<file path="src/rtl/exec_rd_arb_pkg.sv">
// rtl/exec_rd_arb_pkg.sv - shared execution-unit constants: requester ids, opcodes, arbiter states
package exec_rd_arb_pkg;

  localparam int EXEC_N_REQ = 5;

  localparam int REQ_CONV  = 0;
  localparam int REQ_POOL  = 1;
  localparam int REQ_ADD   = 2;
  localparam int REQ_REMAP = 3;
  localparam int REQ_FC    = 4;

  typedef enum logic [3:0] {
    OP_NOP   = 4'h0,
    OP_CONV  = 4'h1,
    OP_POOL  = 4'h2,
    OP_ADD   = 4'h3,
    OP_REMAP = 4'h4,
    OP_FC    = 4'h5
  } exec_opcode_e;

  typedef enum logic [1:0] {
    ST_IDLE  = 2'd0,
    ST_ARB   = 2'd1,
    ST_ISSUE = 2'd2
  } arb_state_e;

  function automatic int id_width(input int n);
    return (n > 1) ? $clog2(n) : 1;
  endfunction

endpackage

</file>
<file path="src/rtl/exec_rd_arb_idfifo.sv">
// rtl/exec_rd_arb_idfifo.sv - in-order FIFO of requester ids for outstanding read bursts
module exec_rd_arb_idfifo
  import exec_rd_arb_pkg::*;
#(
  parameter int DEPTH = 4,
  parameter int W     = 3
) (
  input  logic                   clk,
  input  logic                   rst_n,
  input  logic                   push_i,
  input  logic [W-1:0]           push_data_i,
  input  logic                   pop_i,
  output logic [W-1:0]           head_o,
  output logic                   full_o,
  output logic                   empty_o,
  output logic [$clog2(DEPTH):0] count_o
);

  localparam int PTR_W = (DEPTH > 1) ? $clog2(DEPTH) : 1;
  localparam int CNT_W = $clog2(DEPTH) + 1;

  logic [W-1:0]     mem_q [DEPTH];
  logic [PTR_W-1:0] wr_q, rd_q;
  logic [CNT_W-1:0] cnt_q;
  logic             push_ok, pop_ok;

  assign full_o  = (cnt_q == CNT_W'(DEPTH));
  assign empty_o = (cnt_q == '0);
  assign count_o = cnt_q;
  assign head_o  = mem_q[rd_q];
  assign push_ok = push_i && !full_o;
  assign pop_ok  = pop_i && !empty_o;

  // Pointers wrap naturally because DEPTH is a power of two.
  always_ff @(posedge clk or negedge rst_n) begin
    if (!rst_n) begin
      wr_q  <= '0;
      rd_q  <= '0;
      cnt_q <= '0;
    end else begin
      if (push_ok) wr_q <= wr_q + PTR_W'(1);
      if (pop_ok)  rd_q <= rd_q + PTR_W'(1);
      case ({push_ok, pop_ok})
        2'b10:   cnt_q <= cnt_q + CNT_W'(1);
        2'b01:   cnt_q <= cnt_q - CNT_W'(1);
        default: cnt_q <= cnt_q;
      endcase
    end
  end

  always_ff @(posedge clk) begin
    if (push_ok) mem_q[wr_q] <= push_data_i;
  end

endmodule

</file>
<file path="src/rtl/exec_rd_arb.sv">
// rtl/exec_rd_arb.sv - round-robin read-command arbiter with in-order response routing
module exec_rd_arb
  import exec_rd_arb_pkg::*;
#(
  parameter int N_REQ     = EXEC_N_REQ,
  parameter int ADDR_W    = 32,
  parameter int LEN_W     = 8,
  parameter int DATA_W    = 512,
  parameter int OST_DEPTH = 4,
  parameter int ID_W      = id_width(N_REQ)
) (
  input  logic                    clk,
  input  logic                    sys_rst_n,
  input  logic [N_REQ-1:0]        req_vld,
  input  logic [N_REQ*ADDR_W-1:0] req_addr,
  input  logic [N_REQ*LEN_W-1:0]  req_len,
  output logic [N_REQ-1:0]        req_rdy,
  output logic                    cmd_vld,
  output logic [ADDR_W-1:0]       cmd_addr,
  output logic [LEN_W-1:0]        cmd_len,
  output logic [ID_W-1:0]         cmd_id,
  input  logic                    cmd_rdy,
  input  logic                    mem_vld,
  input  logic [DATA_W-1:0]       mem_data,
  input  logic                    mem_last,
  output logic                    mem_rdy,
  output logic [N_REQ-1:0]        rsp_vld,
  output logic [DATA_W-1:0]       rsp_data,
  output logic                    rsp_last,
  input  logic [N_REQ-1:0]        rsp_rdy,
  output logic [N_REQ*32-1:0]     grant_cnt
);

  localparam int CNT_W = $clog2(OST_DEPTH) + 1;

  arb_state_e       state_q, state_d;
  logic [ID_W-1:0]  rr_ptr_q, win, cmd_id_q, head;
  logic [ADDR_W-1:0] cmd_addr_q, sel_addr;
  logic [LEN_W-1:0] cmd_len_q, sel_len;
  logic [31:0]      gcnt_q [N_REQ];
  logic [CNT_W-1:0] ost_cnt;
  logic             any_vld, ost_full, grant, pop, fifo_full, fifo_empty;

  assign any_vld  = |req_vld;
  assign ost_full = fifo_full | (ost_cnt == CNT_W'(OST_DEPTH));
  assign grant    = (state_q == ST_ARB) && any_vld && !ost_full;

  // Lowest valid index above rr_ptr wins; otherwise wrap to the lowest at or below it.
  always_comb begin
    win = '0;
    for (int i = N_REQ - 1; i >= 0; i--)
      if (req_vld[i] && (ID_W'(i) <= rr_ptr_q)) win = ID_W'(i);
    for (int i = N_REQ - 1; i >= 0; i--)
      if (req_vld[i] && (ID_W'(i) > rr_ptr_q)) win = ID_W'(i);
  end

  always_comb begin
    sel_addr = '0;
    sel_len  = '0;
    for (int i = 0; i < N_REQ; i++) begin
      if (win == ID_W'(i)) begin
        sel_addr = req_addr[i*ADDR_W +: ADDR_W];
        sel_len  = req_len[i*LEN_W +: LEN_W];
      end
    end
  end

  always_ff @(posedge clk or negedge sys_rst_n) begin
    if (!sys_rst_n) state_q <= ST_IDLE;
    else            state_q <= state_d;
  end

  always_comb begin
    state_d = state_q;
    case (state_q)
      ST_IDLE:  if (any_vld) state_d = ST_ARB;
      ST_ARB:   if (!any_vld) state_d = ST_IDLE;
                else if (!ost_full) state_d = ST_ISSUE;
      ST_ISSUE: if (cmd_rdy) state_d = ST_IDLE;
      default:  state_d = ST_IDLE;
    endcase
  end

  always_comb begin
    req_rdy = '0;
    if (grant) req_rdy[win] = 1'b1;
    cmd_vld = (state_q == ST_ISSUE);
  end

  always_ff @(posedge clk or negedge sys_rst_n) begin
    if (!sys_rst_n) begin
      rr_ptr_q   <= ID_W'(N_REQ - 1);
      cmd_addr_q <= '0;
      cmd_len_q  <= '0;
      cmd_id_q   <= '0;
      for (int i = 0; i < N_REQ; i++) gcnt_q[i] <= '0;
    end else if (grant) begin
      rr_ptr_q   <= win;
      cmd_addr_q <= sel_addr;
      cmd_len_q  <= sel_len;
      cmd_id_q   <= win;
      for (int i = 0; i < N_REQ; i++)
        if (win == ID_W'(i)) gcnt_q[i] <= gcnt_q[i] + 32'd1;
    end
  end

  assign cmd_addr = cmd_addr_q;
  assign cmd_len  = cmd_len_q;
  assign cmd_id   = cmd_id_q;

  for (genvar g = 0; g < N_REQ; g++) begin : g_cnt
    assign grant_cnt[g*32 +: 32] = gcnt_q[g];
  end

  exec_rd_arb_idfifo #(
    .DEPTH (OST_DEPTH),
    .W     (ID_W)
  ) u_idfifo (
    .clk         (clk),
    .rst_n       (sys_rst_n),
    .push_i      (grant),
    .push_data_i (win),
    .pop_i       (pop),
    .head_o      (head),
    .full_o      (fifo_full),
    .empty_o     (fifo_empty),
    .count_o     (ost_cnt)
  );

  // Beats with no outstanding id are held off rather than forwarded.
  always_comb begin
    rsp_vld  = '0;
    rsp_data = '0;
    rsp_last = 1'b0;
    mem_rdy  = 1'b0;
    if (!fifo_empty) begin
      rsp_vld[head] = mem_vld;
      rsp_data      = mem_data;
      rsp_last      = mem_last;
      mem_rdy       = rsp_rdy[head];
    end
  end

  assign pop = mem_vld && mem_rdy && mem_last;

endmodule

</file>
<file path="config.mk">
export PLATFORM = sky130hd
export DESIGN_NAME = exec_rd_arb
export DESIGN_NICKNAME = d
export VERILOG_FILES = /design/src/rtl/exec_rd_arb_pkg.sv /design/src/rtl/exec_rd_arb_idfifo.sv /design/src/rtl/exec_rd_arb.sv
export SDC_FILE = /design/constraint.sdc
export NUM_CORES = 1
export LEC_CHECK = 0
export ABC_AREA = 1
export CAP_MARGIN = 20
export CORE_AREA = 2 2 572 574
export DETAILED_ROUTE_END_ITERATION = 12
export DIE_AREA = 0 0 574 576
export SETUP_SLACK_MARGIN = 0.1
export SLEW_MARGIN = 20
export SYNTH_ARGS = -nofsm -noshare
export SYNTH_HDL_FRONTEND = slang
export SYNTH_SLANG_ARGS = --single-unit
export TNS_END_PERCENT = 1
</file>
<file path="constraint.sdc">
create_clock -name clk -period 6.01 [get_ports clk]
set_input_delay 0.601 -clock clk [delete_from_list [all_inputs] [get_ports clk]]
set_output_delay 0.601 -clock clk [all_outputs]
set_load 0.02 [all_outputs]
</file>
==> summary.md <==
| Metric | Value |
|---|---|
| Post-Synth Adder-Cell Area | `0.827%` |
| TNS Setup | `0 ns` |
| Post-CTS Setup Inserts | `0` |
| DIE WIDTH | `about 570 um` |
| DRT iter0 DRCs | `around 1.6k` |
| Synth Area in Simple Gates | `38.3%` |
| Drt drc | `0` |
| H-tree depth | `1` |
| Hold crit path type | `in2async` |
| Crit path to | `req_rdy[3]` |
| Largest net degree at the start of global routing | `118` |
| RSZ-0062 raised after global routing | `no` |
| Critical path launch point type | `flop` |
| DRT antenna net count | `0` |
| Sequential-to-total area share from yosys stat | `32.4%` |
| Via-to-Cell Ratio | `2.87` |
| Final setup vio count | `0` |
| Initial antenna violation count | `approximately 220` |
| Final design area excluding fillers | `about 38000 sq um` |
| Placed Instances | `8636` |
| Slew @ Worst Pin | `approximately 1.2 ns` |
| Fmax | `around 0.23 GHz` |
| Warnings from Yosys | `0` |
| Compound-cell area share of the yosys netlist | `roughly 3.6%` |
| Total Wirelength | `about 270000 um` |
| Initial core utilization | `between 5 and 6%` |
| XOR/XNOR Fraction of Synth Area | `just under 8%` |
| Count of input and output buffers | `approximately 1.5k` |
| Final cell count without fillers | `~8.7k` |
| Reg-to-Reg Start | `u_idfifo.count_o[0]` |
| Via count | `25.0k` |
| Synthesized area per cell | `between 5 and 6 sq um` |
| Pleak | `approximately 16 nW` |
| Final Hold Viols | `0` |
| Seq cells post-synth | `approximately 230` |
| Fin crit period | `approximately 4.4 ns` |
| Cells after Synth | `between 2k and 3k` |
| Fraction of registers with async set/reset | `between 90 and 100%` |
| Fraction of layout cells with a size suffix above 1 | `approximately 2.6%` |
| Crit Path Category | `reg2out` |
| Final core occ | `11.8%` |
| TritonCTS clock tree | `yes` |
| Top cells by area in the synthesized netlist | `dfrtp_1 30%, nand2_1 15%, inv_1 14%` |
| Root Driver | `clkbuf_16` |
| Vias in the first global route | `about 24k` |
| Setup crit end kind | `output port` |
| Clock Sink Count | `about 230` |
| Total gr overflow | `0` |
| Maxcap violations | `0` |
| Dominant synthesized flop cell | `dfrtp_1` |
| Area share of the largest cell type after synthesis | `a little over 30%` |
| Syn Nets | `roughly 3.7k` |
| Dpl hpwl | `244000 um` |
| Placed cell areas | `between 30000 and 40000 sq um` |
| Row Count | `210` |
| Max transition margin | `between 10% and 20%` |
| GRT Overall Usage | `between 10% and 20%` |
| Longest Clk Path Bufs | `3` |
| Synthesized area | `about 18000 sq um` |
| Synth-to-layout area growth | `119%` |
| Gpl congestion | `0.951` |
| Fin crit share | `around three quarters` |
| Final Max Slew Viols | `0` |
| Worst Reg2Reg Path Length in Cells | `11` |
| Clock latency on the worst-skew pair | `0.64 ns` |
| Final nets | `5060` |
| DIE AREA | `approximately 330000 sq um` |
| Outcome | `finished, final reports clean` |
| Core box area | `around 330000 sq um` |
| Post-CTS sizing | `0` |
| Top-count cell post-synth | `nand2_1` |
| Critical path origin | `rr_ptr_q[2]` |
| Worst IR Drop VDD | `0.000347 V` |
| Largest family of logic cells by synthesized area | `simple AND/OR/NAND/NOR gates` |
| CP max FO | `20` |
| Clock transition at path regs | `~0.07 ns` |
| Top cells by count, synth | `680 x nand2_1, 660 x inv_1, 658 x nor2_1, 212 x dfrtp_1, 106 x xor2_1` |
| Worst Path Arrival | `3.79 ns` |
| Layout Skew | `0.0303 ns` |
| Hold_buf cts | `0` |
| WP data required | `5.41 ns` |
| Drt pass-1 iters | `5` |
| Mux cell area share after synthesis | `0%` |
| Post-synth EDFFs | `12` |
| Synth cell types | `36` |
| Worst reg2reg setup slack | `about 2.7 ns` |
| CTS buffer count | `30` |
| Wire per inst | `30.5 um` |
| First-pass GRT wire length | `319000 um` |
| Num ports | `approximately 1.5k` |
| Worst r2r dst | `u_idfifo.count_o[1]` |
| Leading area contributor after synthesis | `dfrtp_1` |
| Overall die height | `between 500 and 600 um` |
| Cell Pwr Density | `between 300 and 400 nW/um^2` |
## report_power, final
part	total [mW]	internal [mW]	switching (mW)
clock	1.93	1.10	0.829
sequential	2.27	1.87	0.399
combinational	9.69	3.16	6.53
## placed cells by master, fill, tap and decap left out, types with 2 or more instances in the layout
master and instances:
buf_12 7, o21ai_1 3, diode_2 34, clkdlybuf4s50_1 1443
inv_1 660, clkbuf_8 8, inv_6 2, buf_4 17
edfxtp_1 12, nand2_4 2, xor2_1 106, nor2_1 657
nor4_1 30, nor2_2 5, nand2_1 680, bufinv_16 2
clkbuf_1 4, o21ai_0 77, ha_1 10, dfrtp_1 212
a21oi_1 43, xnor2_1 50, nor2_4 4, nand2_2 5
nand4_1 89, nor3_1 67, inv_2 8, nand3_2 2
nand3_1 81, clkinv_2 6, clkbuf_16 30, buf_2 8
## area by class of cell
class / instances / area [sq um]
Fill cell: 38000 / 287000
Timing Repair Buffer: 1476 / 14800
Multi-Input combinational cell: 1919 / 8860
Sequential cell: 225 / 5690
Tap cell: 4346 / 5440
Inverter: 670 / 2520
Clock buffer: 42 / 876
Clock inverter: 13 / 140
Antenna cell: 34 / 85.1
## cells by family (layout without fill, tap and decap cells)
| kind of cell | count (synthesis) | count (layout) |
|---|---|---|
| and+or+nand+nor | 1628 | 1628 |
| buffers and inverters | 787 | 2201 |
| DFF | 225 | 225 |
| xor gates and xnor gates | 156 | 156 |
| AOI/OAI and AO/OA | 124 | 124 |
| adders and majority gates | 11 | 11 |
| other | 0 | 34 |
## how the worst min path moves through the flow
stage          slack (ns)  depth (start not counted)    startpoint             to
2_1_floorplan        0.31                          0     sys_rst_n    cmd_addr[0]
4_1_cts              0.08                          1     sys_rst_n  grant_cnt[55]
3_5_place_dp         0.47                          2  cmd_addr[31]   cmd_addr[31]
5_1_grt              0.12                          1     sys_rst_n  grant_cnt[58]
6_report             0.05                          1     sys_rst_n  grant_cnt[55]
3_3_place_gp         0.46                          2    cmd_len[2]     cmd_len[2]
## metrics by stage
step                total power [mW]  hold slack (ns)  worst slack [ns]
global placement                12.4            0.463              1.51
floorplan                       6.00            0.305              3.21
finish                          13.9           0.0516              1.62
detailed placement              12.3            0.465              1.54
CTS                             14.4           0.0795              1.47
global route                    14.6            0.115              1.36
## layer usage
metal | up-vias | track usage, % | part of all wire [%]
met5 | - | 0 | 0.15
met4 | 68 | 4.29 | 3.5
met3 | 442 | 4.23 | 7.0
met2 | 1360 | 30.1 | 54
met1 | 11700 | 15.9 | 36
li1 | 11500 | - | -
## sequential cells by signal, summed over array words and instances (netlist names)
signal            count
cmd_addr             32
u_idfifo.wr_q         2
cmd_id                1
grant_cnt           160
rr_ptr_q              3
state_q               2
u_idfifo.mem_q       12
cmd_len               8
u_idfifo.rd_q         2
u_idfifo.count_o      3
## worst max-delay path, stage by stage (launching register included)
cell,delay [ns]
dfstp_2,0.58
nor2_2,0.07
nand2_1,0.09
nand2_1,0.09
nand3_1,0.10
nand2_1,0.09
nand2_4,0.28
nor2_4,0.08
nand2_2,0.41
clkinv_1,0.64
clkdlybuf4s50_1,0.71
Note: power is estimated with default switching activity, not from simulation.
